<file path="src/rtl/sar_search_pkg.sv">
// Shared types and helpers for the successive-approximation search engine.
package sar_search_pkg;

  typedef enum logic {
    IDLE  = 1'b0,
    PROBE = 1'b1
  } state_t;

  typedef struct packed {
    logic gt;
    logic eq;
    logic lt;
  } verdict_t;

  function automatic int sMin(input int w);
    return -(1 << (w - 1));
  endfunction

  function automatic int sMax(input int w);
    return (1 << (w - 1)) - 1;
  endfunction

  // One guard bit so lo can pass sMax and hi can pass sMin without wrapping.
  function automatic int bndW(input int w);
    return w + 1;
  endfunction

endpackage

</file>
<file path="src/rtl/sar_midpoint.sv">
// Floor midpoint of two signed bounds; the sum is widened so lo+hi never wraps.
module sar_midpoint #(
  parameter int WIDTH = 4
) (
  input  logic signed [WIDTH:0] lo,
  input  logic signed [WIDTH:0] hi,
  output logic signed [WIDTH:0] mid
);

  logic signed [WIDTH+1:0] sum;

  assign sum = lo + hi;
  assign mid = (WIDTH + 1)'(sum >>> 1);

endmodule

</file>
<file path="src/rtl/sar_search.sv">
// Binary search of an external comparator's hidden operand via probe/verdict handshake.
// Optional SAR_SEARCH_ITER_COUNT_EN adds an iterCount output of consumed verdicts.
module sar_search
  import sar_search_pkg::*;
#(
  parameter int WIDTH = 4
) (
  input  logic             clk,
  input  logic             rstN,
  input  logic             start,
  output logic             busy,
  output logic [WIDTH-1:0] probe,
  output logic             probeValid,
  input  logic             cmpValid,
  input  logic             aGtB,
  input  logic             aEqB,
  input  logic             aLtB,
  output logic             done,
  output logic             found,
  output logic [WIDTH-1:0] result,
  output logic             protoErr
`ifdef SAR_SEARCH_ITER_COUNT_EN
  ,
  output logic [$clog2(WIDTH+2)-1:0] iterCount
`endif
);

  localparam int BW = bndW(WIDTH);
  localparam logic signed [BW-1:0] LO_INIT = BW'(sMin(WIDTH));
  localparam logic signed [BW-1:0] HI_INIT = BW'(sMax(WIDTH));

  state_t               state;
  logic signed [BW-1:0] lo, hi, mid, loNext, hiNext;
  verdict_t             v;
  logic                 oneHot;
  logic                 accept;

  sar_midpoint #(.WIDTH(WIDTH)) uMid (
    .lo (lo),
    .hi (hi),
    .mid(mid)
  );

  assign probe  = WIDTH'(mid);
  assign v      = '{gt: aGtB, eq: aEqB, lt: aLtB};
  assign oneHot = $onehot(v);
  // done is high in the first IDLE cycle; a start there belongs to the old search.
  assign accept = (state == IDLE) && start && !done;

  always_comb begin
    loNext = lo;
    hiNext = hi;
    if (v.lt) loNext = mid + BW'(1);
    if (v.gt) hiNext = mid - BW'(1);
  end

  always_ff @(posedge clk) begin
    if (!rstN) begin
      state      <= IDLE;
      lo         <= '0;
      hi         <= '0;
      busy       <= 1'b0;
      probeValid <= 1'b0;
      done       <= 1'b0;
      found      <= 1'b0;
      result     <= '0;
      protoErr   <= 1'b0;
    end else begin
      done <= 1'b0;
      case (state)
        IDLE: begin
          if (accept) begin
            state      <= PROBE;
            lo         <= LO_INIT;
            hi         <= HI_INIT;
            busy       <= 1'b1;
            probeValid <= 1'b1;
            found      <= 1'b0;
            result     <= '0;
            protoErr   <= 1'b0;
          end
        end
        PROBE: begin
          if (cmpValid) begin
            if (!oneHot) begin
              state      <= IDLE;
              busy       <= 1'b0;
              probeValid <= 1'b0;
              done       <= 1'b1;
              found      <= 1'b0;
              result     <= '0;
              protoErr   <= 1'b1;
            end else if (v.eq) begin
              state      <= IDLE;
              busy       <= 1'b0;
              probeValid <= 1'b0;
              done       <= 1'b1;
              found      <= 1'b1;
              result     <= probe;
            end else begin
              lo <= loNext;
              hi <= hiNext;
              if (loNext > hiNext) begin
                state      <= IDLE;
                busy       <= 1'b0;
                probeValid <= 1'b0;
                done       <= 1'b1;
                found      <= 1'b0;
                result     <= '0;
              end
            end
          end
        end
        default: state <= IDLE;
      endcase
    end
  end

`ifdef SAR_SEARCH_ITER_COUNT_EN
  localparam int ITW = $clog2(WIDTH + 2);

  always_ff @(posedge clk) begin
    if (!rstN)                           iterCount <= '0;
    else if (accept)                     iterCount <= '0;
    else if (state == PROBE && cmpValid) iterCount <= iterCount + ITW'(1);
  end
`endif

endmodule
</file>
<file path="config.mk">
export PLATFORM = sky130hd
export DESIGN_NAME = sar_search
export DESIGN_NICKNAME = d
export VERILOG_FILES = /design/src/rtl/sar_search_pkg.sv /design/src/rtl/sar_midpoint.sv /design/src/rtl/sar_search.sv
export SDC_FILE = /design/constraint.sdc
export NUM_CORES = 1
export LEC_CHECK = 0
export BUFFER_PORTS_ARGS = -buffer_cell sky130_fd_sc_hd__clkbuf_2
export CAP_MARGIN = 40
export CORE_MARGIN = 4
export CORE_UTILIZATION = 38
export CTS_CLUSTER_SIZE = 16
export DETAILED_ROUTE_END_ITERATION = 8
export GPL_TIMING_DRIVEN = 0
export PLACE_DENSITY = 0.67
export SLEW_MARGIN = 30
export SYNTH_ARGS = -nofsm -noshare
export SYNTH_HDL_FRONTEND = slang
export SYNTH_SLANG_ARGS = --single-unit
</file>
<file path="constraint.sdc">
create_clock -name clk -period 7 [get_ports clk]
set_input_delay 0.7 -clock clk [delete_from_list [all_inputs] [get_ports clk]]
set_output_delay 0.7 -clock clk [all_outputs]
set_load 0.005 [all_outputs]
</file>
==> impl_metrics.json, run 1 <==
{
  "status": "finished clean",
  "vias": 1222,
  "finalWeightedCongestion": 0.873,
  "worst_slack_ns": 3.43,
  "post_synth_num_cell_types": 49,
  "setup_viol_count_final": 0,
  "fillers": 363,
  "switching_power_uw": 89.6,
  "dr.first_iter.drc_count": 65,
  "worstHoldEndpoint": "result[1]",
  "cts_sinks": 19,
  "wirelength_um": 3100,
  "viasPerCell": 5.46,
  "drtAntennaViolNets": 0,
  "syn2layout_area_growth_pct": 12.4,
  "crit_start": "lo[1]",
  "rr_worst_depth": 14,
  "avgSynthCellArea_sq_um": 8.70,
  "finClkSkew_ns": 0.00940,
  "pwr-share-comb_pct": 34.5,
  "dp_hpwl_um": 2440,
  "cp.required_ns": 7.20,
  "coreArea_sq_mm": 0.00342,
  "arrival_ns": 3.78,
  "grt_max_degree": 11,
  "yosysWarnings": 0,
  "synth-main-ff-cell": "dfxtp_1",
  "vdd_drop_max_v": 0.000135,
  "pwr-share-clk_pct": 20.7,
  "cts_tree": "yes",
  "post_cts_resized": 0,
  "min_path_cells": 1,
  "syn_nets": 177,
  "drive_gt1_share_pct": 19.7,
  "die_h_um": 68.0,
  "rows": 21,
  "antenna_found_initial": 0,
  "numCtsBuffers": 3,
  "final_core_util_pct": 44.9,
  "num_antenna_cells": 0,
  "period_minus_slack_ns": 3.57,
  "period_share_pct": 51.0,
  "internal_power_uw": 175,
  "finalMaxSlewViolations": 0,
  "wl_per_cell_um": 13.8,
  "htree_levels": 1,
  "cts_hold_buffers": 0,
  "maxSlewHeadroom_pct": 48.7,
  "synth_cells": 157,
  "min_path_type": "reg2reg",
  "synthArstFlopShare_pct": 0,
  "nNetsFinal": 199,
  "pwr-share-seq_pct": 44.8,
  "syn_area_sq_mm": 0.00137,
  "worst_slew_pin_slew_ns": 0.762,
  "grt_overflow": 0,
  "cp-end-kind": "register",
  "worst_r2r_endpoint": "result[3]",
  "r2r_start": "lo[1]",
  "die-area_sq_mm": 0.00462,
  "post_cts_buffers": 0,
  "path_clk_slew_ns": 0.11,
  "cts.path.max_buffers": 2,
  "drcViolationCount": 0,
  "path_class": "reg2reg",
  "grt_pass1_wl_um": 5110,
  "power_leakage_uw": 0.000693,
  "dp_slack_ns": 3.46,
  "worstHoldStart": "result[1]",
  "synth_seq_cells": 19,
  "ios": 20,
  "max_freq_mhz": 280,
  "path_max_fanout": 8,
  "grtUsageTotal_pct": 14.4,
  "grt_pass1_vias": 1179,
  "fin_tns_setup_ns": 0,
  "start_util_pct": 40.0,
  "maxCapViolCount": 0,
  "portBuffers": 17,
  "firstDrtPassIters": 4,
  "finalHoldViolations": 0,
  "synth_edf_count": 0,
  "swShare_pct": 33.8,
  "die_w_um": 68.0,
  "crit_path_start_kind": "register",
  "pwr_density_cell_mw_per_mm2": 173,
  "cts-root-buf": "clkbuf_4",
  "rsz0062_at_grt": "no",
  "clock_latency_ns": 0.30,
  "regToRegSetupSlack_ns": 3.43,
  "ys_seq_area_share_pct": 27.8
}
-- cells in the mapped netlist (2+ instances only) --
cell,n,share of area [%]
nor2_1,16,4.4
nand4_1,3,1.4
nor3b_1,2,1.1
a211oi_1,2,1.1
dfxtp_1,19,28
and3_1,3,1.4
o221a_2,2,1.6
o22ai_1,2,0.92
o21a_1,2,1.1
clkbuf_1,3,0.82
mux2_2,3,2.5
a22o_1,4,2.6
xor2_1,2,1.3
xnor2_1,3,1.9
a31oi_1,2,0.92
nor2b_1,2,0.92
mux2i_1,3,2.2
nand3_1,4,1.5
o21ai_0,7,2.6
nor3_1,5,1.8
nand2b_1,3,1.4
inv_1,10,2.7
a21oi_1,6,2.2
fa_1,2,2.9
ha_1,11,10
nand2_1,13,3.6
-- registers in the layout (all words and copies together) (netlist names) --
| register | cells |
|---|---|
| done | 1 |
| found | 1 |
| hi | 5 |
| lo | 5 |
| probeValid | 1 |
| protoErr | 1 |
| result | 4 |
| state | 1 |
-- power by group through the flow --
| stage | Combinational, uW | Sequential, uW | Clock (uW) |
|---|---|---|---|
| after detailed placement | 90.5 | 121 | 0 |
| after floorplan | 69.4 | 120 | 0 |
| after global placement | 89.2 | 121 | 0 |
| after CTS | 91.4 | 119 | 57.4 |
| after global routing | 103 | 119 | 61.7 |
| final | 91.4 | 119 | 55.0 |
-- final cells by class --
| cell class | count | area, sq um | area share, % |
|---|---|---|---|
| flip-flops and latches | 19 | 380 | 24.8 |
| plain buffers | 5 | 23.8 | 1.55 |
| clock buffers | 4 | 26.3 | 1.71 |
| multi-input cells | 123 | 925 | 60.2 |
| inverters | 10 | 37.5 | 2.44 |
| well taps | 46 | 57.6 | 3.75 |
| repair buffers | 17 | 85.1 | 5.54 |
-- per-layer routing --
layer	GRT usage [%]	part of all wire, %
met1	17.4	46
met5	0	0
met3	3.94	4.4
met2	24.8	49
met4	4.22	1.0
-- worst max path at each step --
stage | endpoint | depth (start not counted)
final | result[3] | 14
after detailed placement | result[2] | 14
after CTS | result[3] | 14
after floorplan | result[2] | 14
after global placement | result[1] | 14
after global routing | result[1] | 14
-- layout by cell type, fill, tap and decap left out, drive strengths merged, types with 5 or more instances in the layout --
master / n
dfxtp: 19
ha: 11
nand3: 5
o21ai: 7
nand2: 13
a21oi: 7
nor2: 17
clkbuf: 25
nor3: 6
inv: 10
-- critical path: stages (launching register included) --
cell and delay [ns]:
dfxtp_1 0.37, inv_1 0.08, fa_1 0.46, nand2b_1 0.20, a21oi_4 0.19, xor2_4 0.30
nand3_2 0.12, mux2i_1 0.15, mux2_2 0.28, ha_1 0.28, inv_1 0.09, nor3_1 0.06
a221o_1 0.36, a41o_1 0.30, a22o_1 0.24
-- kinds of logic (layout without fill, tap and decap cells) --
kind of cell,Yosys count,count (layout),share of synthesized area [%]
simple gates,59,59,22.0
compound gates,38,38,20.8
flops,19,19,27.8
buf+inv,15,36,4.49
fa+ha+maj,13,13,13.0
xor+xnor,7,7,7.24
mux,6,6,4.67
-- metrics by stage --
stage	power, uW	hold WS, ns	cells	instance area, sq um
floorplan	189	0.452	157	1370
global placement	210	0.462	220	1510
detailed placement	211	0.472	220	1510
CTS	267	0.499	224	1540
global route	284	0.521	224	1540
finish	265	0.492	224	1540
Power figures use the tool's default switching activity.
==> inputs of run 2 (changes only) <==
--- a/config.mk
+++ b/config.mk
@@ -12,7 +12,7 @@
 export CTS_CLUSTER_SIZE = 16
 export DETAILED_ROUTE_END_ITERATION = 8
 export GPL_TIMING_DRIVEN = 0
-export PLACE_DENSITY = 0.67
+export PLACE_DENSITY = 0.69
 export SLEW_MARGIN = 30
 export SYNTH_ARGS = -nofsm -noshare
 export SYNTH_HDL_FRONTEND = slang
==> constraint.sdc (replaced) <==
create_clock -name clk -period 2.92 [get_ports clk]
set_input_delay 0.292 -clock clk [delete_from_list [all_inputs] [get_ports clk]]
set_output_delay 0.292 -clock clk [all_outputs]
set_load 0.005 [all_outputs]
==> run 2 against run 1 <==
The run now ends with setup timing left. First-iteration DRC count decreased by 4.6%. Core utilization up 5.8 points. Cell count up 4.5%. Worst hold slack worse by 0.20 ns. Highest routed layer unchanged. Sequential power is 140% higher. Clock power grew 150%. Critical path depth shrank 1.
==> impl_metrics.json, run 2 (same netlist as run 1, synthesis figures left out) <==
{
  "crit_slowest_cell": "ha_2",
  "cp.depth": 13,
  "grt_pass1_vias": 1262,
  "final_core_util_pct": 50.8,
  "drtAntennaViolNets": 0,
  "grt_overflow": 0,
  "cts.path.max_buffers": 2,
  "num_antenna_cells": 0,
  "swShare_pct": 34.8,
  "rows": 21,
  "syn2layout_area_growth_pct": 26.9,
  "internal_power_uw": 462,
  "die_w_um": 68.0,
  "period_share_pct": 113,
  "wl_per_cell_um": 14.6,
  "finalMaxSlewViolations": 0,
  "start_util_pct": 40.0,
  "numCtsBuffers": 3,
  "setup_viol_count_final": 8,
  "multi_input_area_sq_mm": 0.00103,
  "antenna_found_initial": 0,
  "vdd_drop_max_v": 0.000381,
  "worst_slack_ns": -0.389,
  "slowest_delay_ns": 0.40,
  "path_class": "reg2reg",
  "layout_commonest_cell": "clkbuf_2",
  "cts_tree": "yes",
  "dr.first_iter.drc_count": 62,
  "period_minus_slack_ns": 3.31,
  "r2r_start": "lo[2]",
  "final_area_sq_mm": 0.00173,
  "clock_latency_ns": 0.31,
  "cp.required_ns": 3.14,
  "maxSlewHeadroom_pct": 46.8,
  "finClkSkew_ns": 0.000724,
  "endpoint": "result[3]",
  "ios": 20,
  "dpl_cell_area_sq_mm": 0.00154,
  "finalWeightedCongestion": 0.867,
  "biggestRegsByFlops": "hi x5, lo x5, result x4",
  "power.total_uw": 709,
  "power_leakage_uw": 0.000770,
  "max_freq_mhz": 302,
  "drive_gt1_share_pct": 36.7,
  "path_delay_family": "compound AO/OA/AOI/OAI gates",
  "pwr_density_cell_mw_per_mm2": 409,
  "nNetsFinal": 209,
  "pwr-share-comb_pct": 40.5,
  "pwr-share-clk_pct": 19.4,
  "portBuffers": 17,
  "firstDrtPassIters": 4,
  "finalHoldViolations": 0,
  "cts_hold_buffers": 0,
  "cts-root-buf": "clkbuf_4",
  "crit_path_start_kind": "register",
  "switching_power_uw": 247,
  "viasPerCell": 5.62,
  "drcViolationCount": 0,
  "dp_hpwl_um": 2520,
  "grt_pass1_wl_um": 5660,
  "worst_r2r_endpoint": "result[3]",
  "cts_sinks": 19,
  "maxCapViolCount": 0,
  "htree_levels": 1,
  "status": "complete, but fails checks",
  "die-area_sq_mm": 0.00462,
  "pwr-share-seq_pct": 40.1,
  "crit_start": "lo[2]",
  "die_h_um": 68.0,
  "layout_common_cells": "clkbuf_2, nor2_1, dfxtp_1, nand2_1, buf_4",
  "arrival_ns": 3.52,
  "path_max_fanout": 6,
  "coreArea_sq_mm": 0.00342,
  "rsz0062_at_grt": "yes",
  "min_path_type": "in2reg",
  "cp-end-kind": "register",
  "regToRegSetupSlack_ns": -0.39,
  "rr_worst_depth": 13,
  "vias": 1315,
  "grtUsageTotal_pct": 16.1,
  "worst_slew_pin_slew_ns": 0.796,
  "grt_max_degree": 12,
  "fillers": 317,
  "violations": "setup timing",
  "path_clk_slew_ns": 0.11,
  "wirelength_um": 3420,
  "crit_buf_inv": 1,
  "cp_cell_sequence": "ha_2, nand4_1, and2_4, xnor2_4, buf_4, nor3_1, xnor2_1, a21o_1, ha_4, o21ai_0, a221o_1, a41o_1, a22o_1",
  "seqCellArea_sq_um": 385
}
run 2: cell count changes in the layout (fill, tap and decap cells not counted), moves of 2 or more:
cell     change
buf_4        +9
ha_1         -4
dfxtp_1      -4
a21oi_1      -2
ha_4         +2
ha_2         +2
inv_2        +2
inv_1        -3
dfxtp_2      +4
run 2: final cells by class:
type / count / area share, %
plain buffers: 5 / 1.37
clock inverters: 1 / 0.289
clock buffers: 3 / 1.30
repair buffers: 27 / 9.96
inverters: 10 / 2.31
multi-input cells: 123 / 59.2
well taps: 46 / 3.32
flip-flops and latches: 19 / 22.2
run 2: repair_timing:
item,4_1_cts,5_1_grt
pin swaps,4,5
cloned,0,0
buffers inserted,8,3
setup endpoints to repair,8,8
resized for setup,7,9
endpoints found under the hold margin,0,0
run 2: power groups by stage:
stage               clock, uW  sequential [uW]  combinational [uW]
floorplan                   0              288                 174
global placement            0              290                 221
detailed placement          0              291                 226
CTS                       142              284                 263
global route              153              286                 318
finish                    137              284                 287
run 2: per-stage QoR:
stage / setup TNS, ns / setup WS (ns) / hold slack (ns) / cells
after floorplan: -0.791 / -0.167 / 0.452 / 157
after global placement: -2.76 / -0.402 / 0.469 / 220
after detailed placement: -3.12 / -0.455 / 0.476 / 220
after CTS: -2.12 / -0.341 / 0.275 / 232
after global routing: -3.94 / -0.555 / 0.319 / 234
final: -2.63 / -0.389 / 0.293 / 234
run 2: worst reg2reg max path, cell delays in order (launching register included):
cell	delay, ns
dfxtp_1	0.35
ha_2	0.40
nand4_1	0.15
and2_4	0.20
xnor2_4	0.16
buf_4	0.16
nor3_1	0.23
xnor2_1	0.14
a21o_1	0.22
ha_4	0.26
o21ai_0	0.07
a221o_1	0.37
a41o_1	0.27
a22o_1	0.24
run 2: worst min-delay path by stage:
| stage | cells after the start | start | to | slack [ns] |
|---|---|---|---|---|
| 6_report | 3 | cmpValid | protoErr | 0.29 |
| 5_1_grt | 3 | cmpValid | protoErr | 0.32 |
| 4_1_cts | 3 | cmpValid | protoErr | 0.27 |
| 3_5_place_dp | 1 | result[0] | result[0] | 0.48 |
| 3_3_place_gp | 1 | result[1] | result[1] | 0.47 |
| 2_1_floorplan | 2 | hi[3] | hi[3] | 0.45 |
run 2: routing by layer:
metal / wire length (um) / vias to the layer above / global-route usage [%]
met3: 193 / 7 / 3.45
met2: 1750 / 54 / 27.6
met1: 1420 / 625 / 19.5
li1: - / 629 / -
met5: 0 / - / 0
met4: 53 / 0 / 6.20
==> inputs of run 3 (changes only) <==
--- a/config.mk
+++ b/config.mk
@@ -7,6 +7,7 @@
 export LEC_CHECK = 0
 export BUFFER_PORTS_ARGS = -buffer_cell sky130_fd_sc_hd__clkbuf_2
 export CAP_MARGIN = 40
+export CORE_ASPECT_RATIO = 1.1
 export CORE_MARGIN = 4
 export CORE_UTILIZATION = 38
 export CTS_CLUSTER_SIZE = 16
==> run 3 against run 2 <==
The run still ends with setup timing left. Register-to-register slack gained 0.06 ns. Cell area shrank 1.7%. Power shrank 2.4%. Worst hold slack gained 0.0045 ns.
==> impl_metrics.json, run 3 (same netlist as run 1, synthesis figures left out) <==
{
  "cts_tree": "yes",
  "rsz0062_at_grt": "yes",
  "r2r_start": "lo[1]",
  "seqCellArea_sq_um": 388,
  "ios": 20,
  "cts_sinks": 19,
  "vdd_drop_max_v": 0.000354,
  "crit_buf_inv": 2,
  "grt_pass1_vias": 1274,
  "grt_overflow": 0,
  "die_h_um": 70.9,
  "cts-root-buf": "clkbuf_4",
  "grt_pass1_wl_um": 5700,
  "wl_met1_um": 1410,
  "grt_max_degree": 11,
  "arrival_ns": 3.45,
  "biggestRegsByFlops": "hi x5, lo x5, result x4",
  "slowest_delay_ns": 0.39,
  "cp_cell_sequence": "inv_2, fa_2, nand2b_4, a21oi_4, xor2_4, nand3_2, mux2i_2, mux2_4, ha_4, inv_4, a221o_1, a41o_1, a22o_1",
  "wl_per_cell_um": 14.1,
  "path_clk_slew_ns": 0.11,
  "status": "complete, but fails checks",
  "power_leakage_uw": 0.000747,
  "cp.required_ns": 3.12,
  "fin_tns_setup_ns": -2.12,
  "crit_slowest_cell": "fa_2",
  "cts_hold_buffers": 0,
  "violations": "setup timing",
  "routed-wl-met2_um": 1700,
  "crit_path_start_kind": "register",
  "cts.path.max_buffers": 2,
  "coreArea_sq_mm": 0.00339,
  "rows": 22,
  "firstDrtPassIters": 4,
  "layout_commonest_cell": "clkbuf_2",
  "path_max_fanout": 6,
  "path_class": "reg2reg",
  "grtUsageTotal_pct": 15.2,
  "max_freq_mhz": 307,
  "portBuffers": 17,
  "antenna_found_initial": 0,
  "maxCapViolCount": 0,
  "worst_slack_ns": -0.334,
  "vias": 1270,
  "drcViolationCount": 0,
  "crit_start": "lo[1]",
  "finalWeightedCongestion": 0.851,
  "htree_levels": 1,
  "wirelength_um": 3300,
  "path_delay_family": "compound AO/OA/AOI/OAI gates",
  "viasPerCell": 5.43,
  "worstHoldStart": "cmpValid",
  "drtAntennaViolNets": 0,
  "dp_hpwl_um": 2510,
  "finClkSkew_ns": 0.000999,
  "dp_slack_ns": -0.409,
  "num_antenna_cells": 0,
  "finalHoldViolations": 0,
  "die-area_sq_mm": 0.00462,
  "final_area_sq_mm": 0.00171,
  "start_util_pct": 40.4,
  "period_share_pct": 111,
  "hold_slack_ns": 0.297,
  "period_minus_slack_ns": 3.25,
  "clock_latency_ns": 0.29,
  "die_w_um": 65.2,
  "dr.first_iter.drc_count": 36,
  "top_layer_used": "met4",
  "worst_slew_pin_slew_ns": 0.732,
  "multi_input_area_sq_mm": 0.00101,
  "maxSlewHeadroom_pct": 50.7,
  "setup_viol_count_final": 8,
  "numCtsBuffers": 3,
  "fillers": 318,
  "cp-end-kind": "register",
  "syn2layout_area_growth_pct": 24.8,
  "dpl_cell_area_sq_mm": 0.00155,
  "finalMaxSlewViolations": 0,
  "min_path_type": "in2reg",
  "wl_met3_um": 120,
  "layout_common_cells": "clkbuf_2, nor2_1, dfxtp_1, nand2_1",
  "pwr_density_cell_mw_per_mm2": 406,
  "drive_gt1_share_pct": 33.3,
  "nNetsFinal": 207
}
run 3: per-layer routing:
metal / track usage [%] / up-vias
met5: 0 / -
met4: 4.38 / 0
met3: 3.17 / 8
met2: 28.1 / 31
met1: 17.3 / 602
li1: - / 629
run 3: report_power, final:
group / switching (uW) / leakage [uW] / internal [uW]
logic: 144 / 0.000575 / 129
clock network: 80.4 / 0.0000150 / 53.2
registers: 13.9 / 0.000157 / 272
total: 238 / 0.000747 / 454
run 3: cell type report:
cell class / count / share of cell area (%)
multi-input cells: 123 / 59.2
flip-flops and latches: 19 / 22.7
repair buffers: 25 / 9.24
well taps: 48 / 3.52
inverters: 10 / 2.35
clock buffers: 4 / 1.54
plain buffers: 5 / 1.39
run 3: path summary, 6_finish.rpt:
check                   end  slack [ns]  cells after the start
setup / recovery  result[2]       -0.33                     13
hold / removal     protoErr        0.30                      3
setup reg to reg  result[2]       -0.33                     13
hold reg to reg   result[0]        0.49                      1
run 3: stage by stage:
| stage | total power, uW | utilization, % | cells |
|---|---|---|---|
| after floorplan | 462 | - | 157 |
| after global placement | 510 | 45.6 | 222 |
| after detailed placement | 517 | 45.6 | 222 |
| after CTS | 681 | 49.9 | 234 |
| after global routing | 741 | 50.4 | 234 |
| final | 692 | 50.4 | 234 |
run 3: worst register-to-register path, cell delays in order, from the launching register on:
cell and delay [ns]:
dfxtp_2 0.35, inv_2 0.05, fa_2 0.39, nand2b_4 0.16
a21oi_4 0.20, xor2_4 0.27, nand3_2 0.11, mux2i_2 0.18
mux2_4 0.28, ha_4 0.28, inv_4 0.03, a221o_1 0.35
a41o_1 0.27, a22o_1 0.24
run 3: timing repair:
action | CTS | global route
setup buffers | 8 | 0
endpoints found under the hold margin | 0 | 0
endpoints found under the setup margin | 8 | 8
gates resized for setup | 8 | 4
pin swaps | 12 | 4
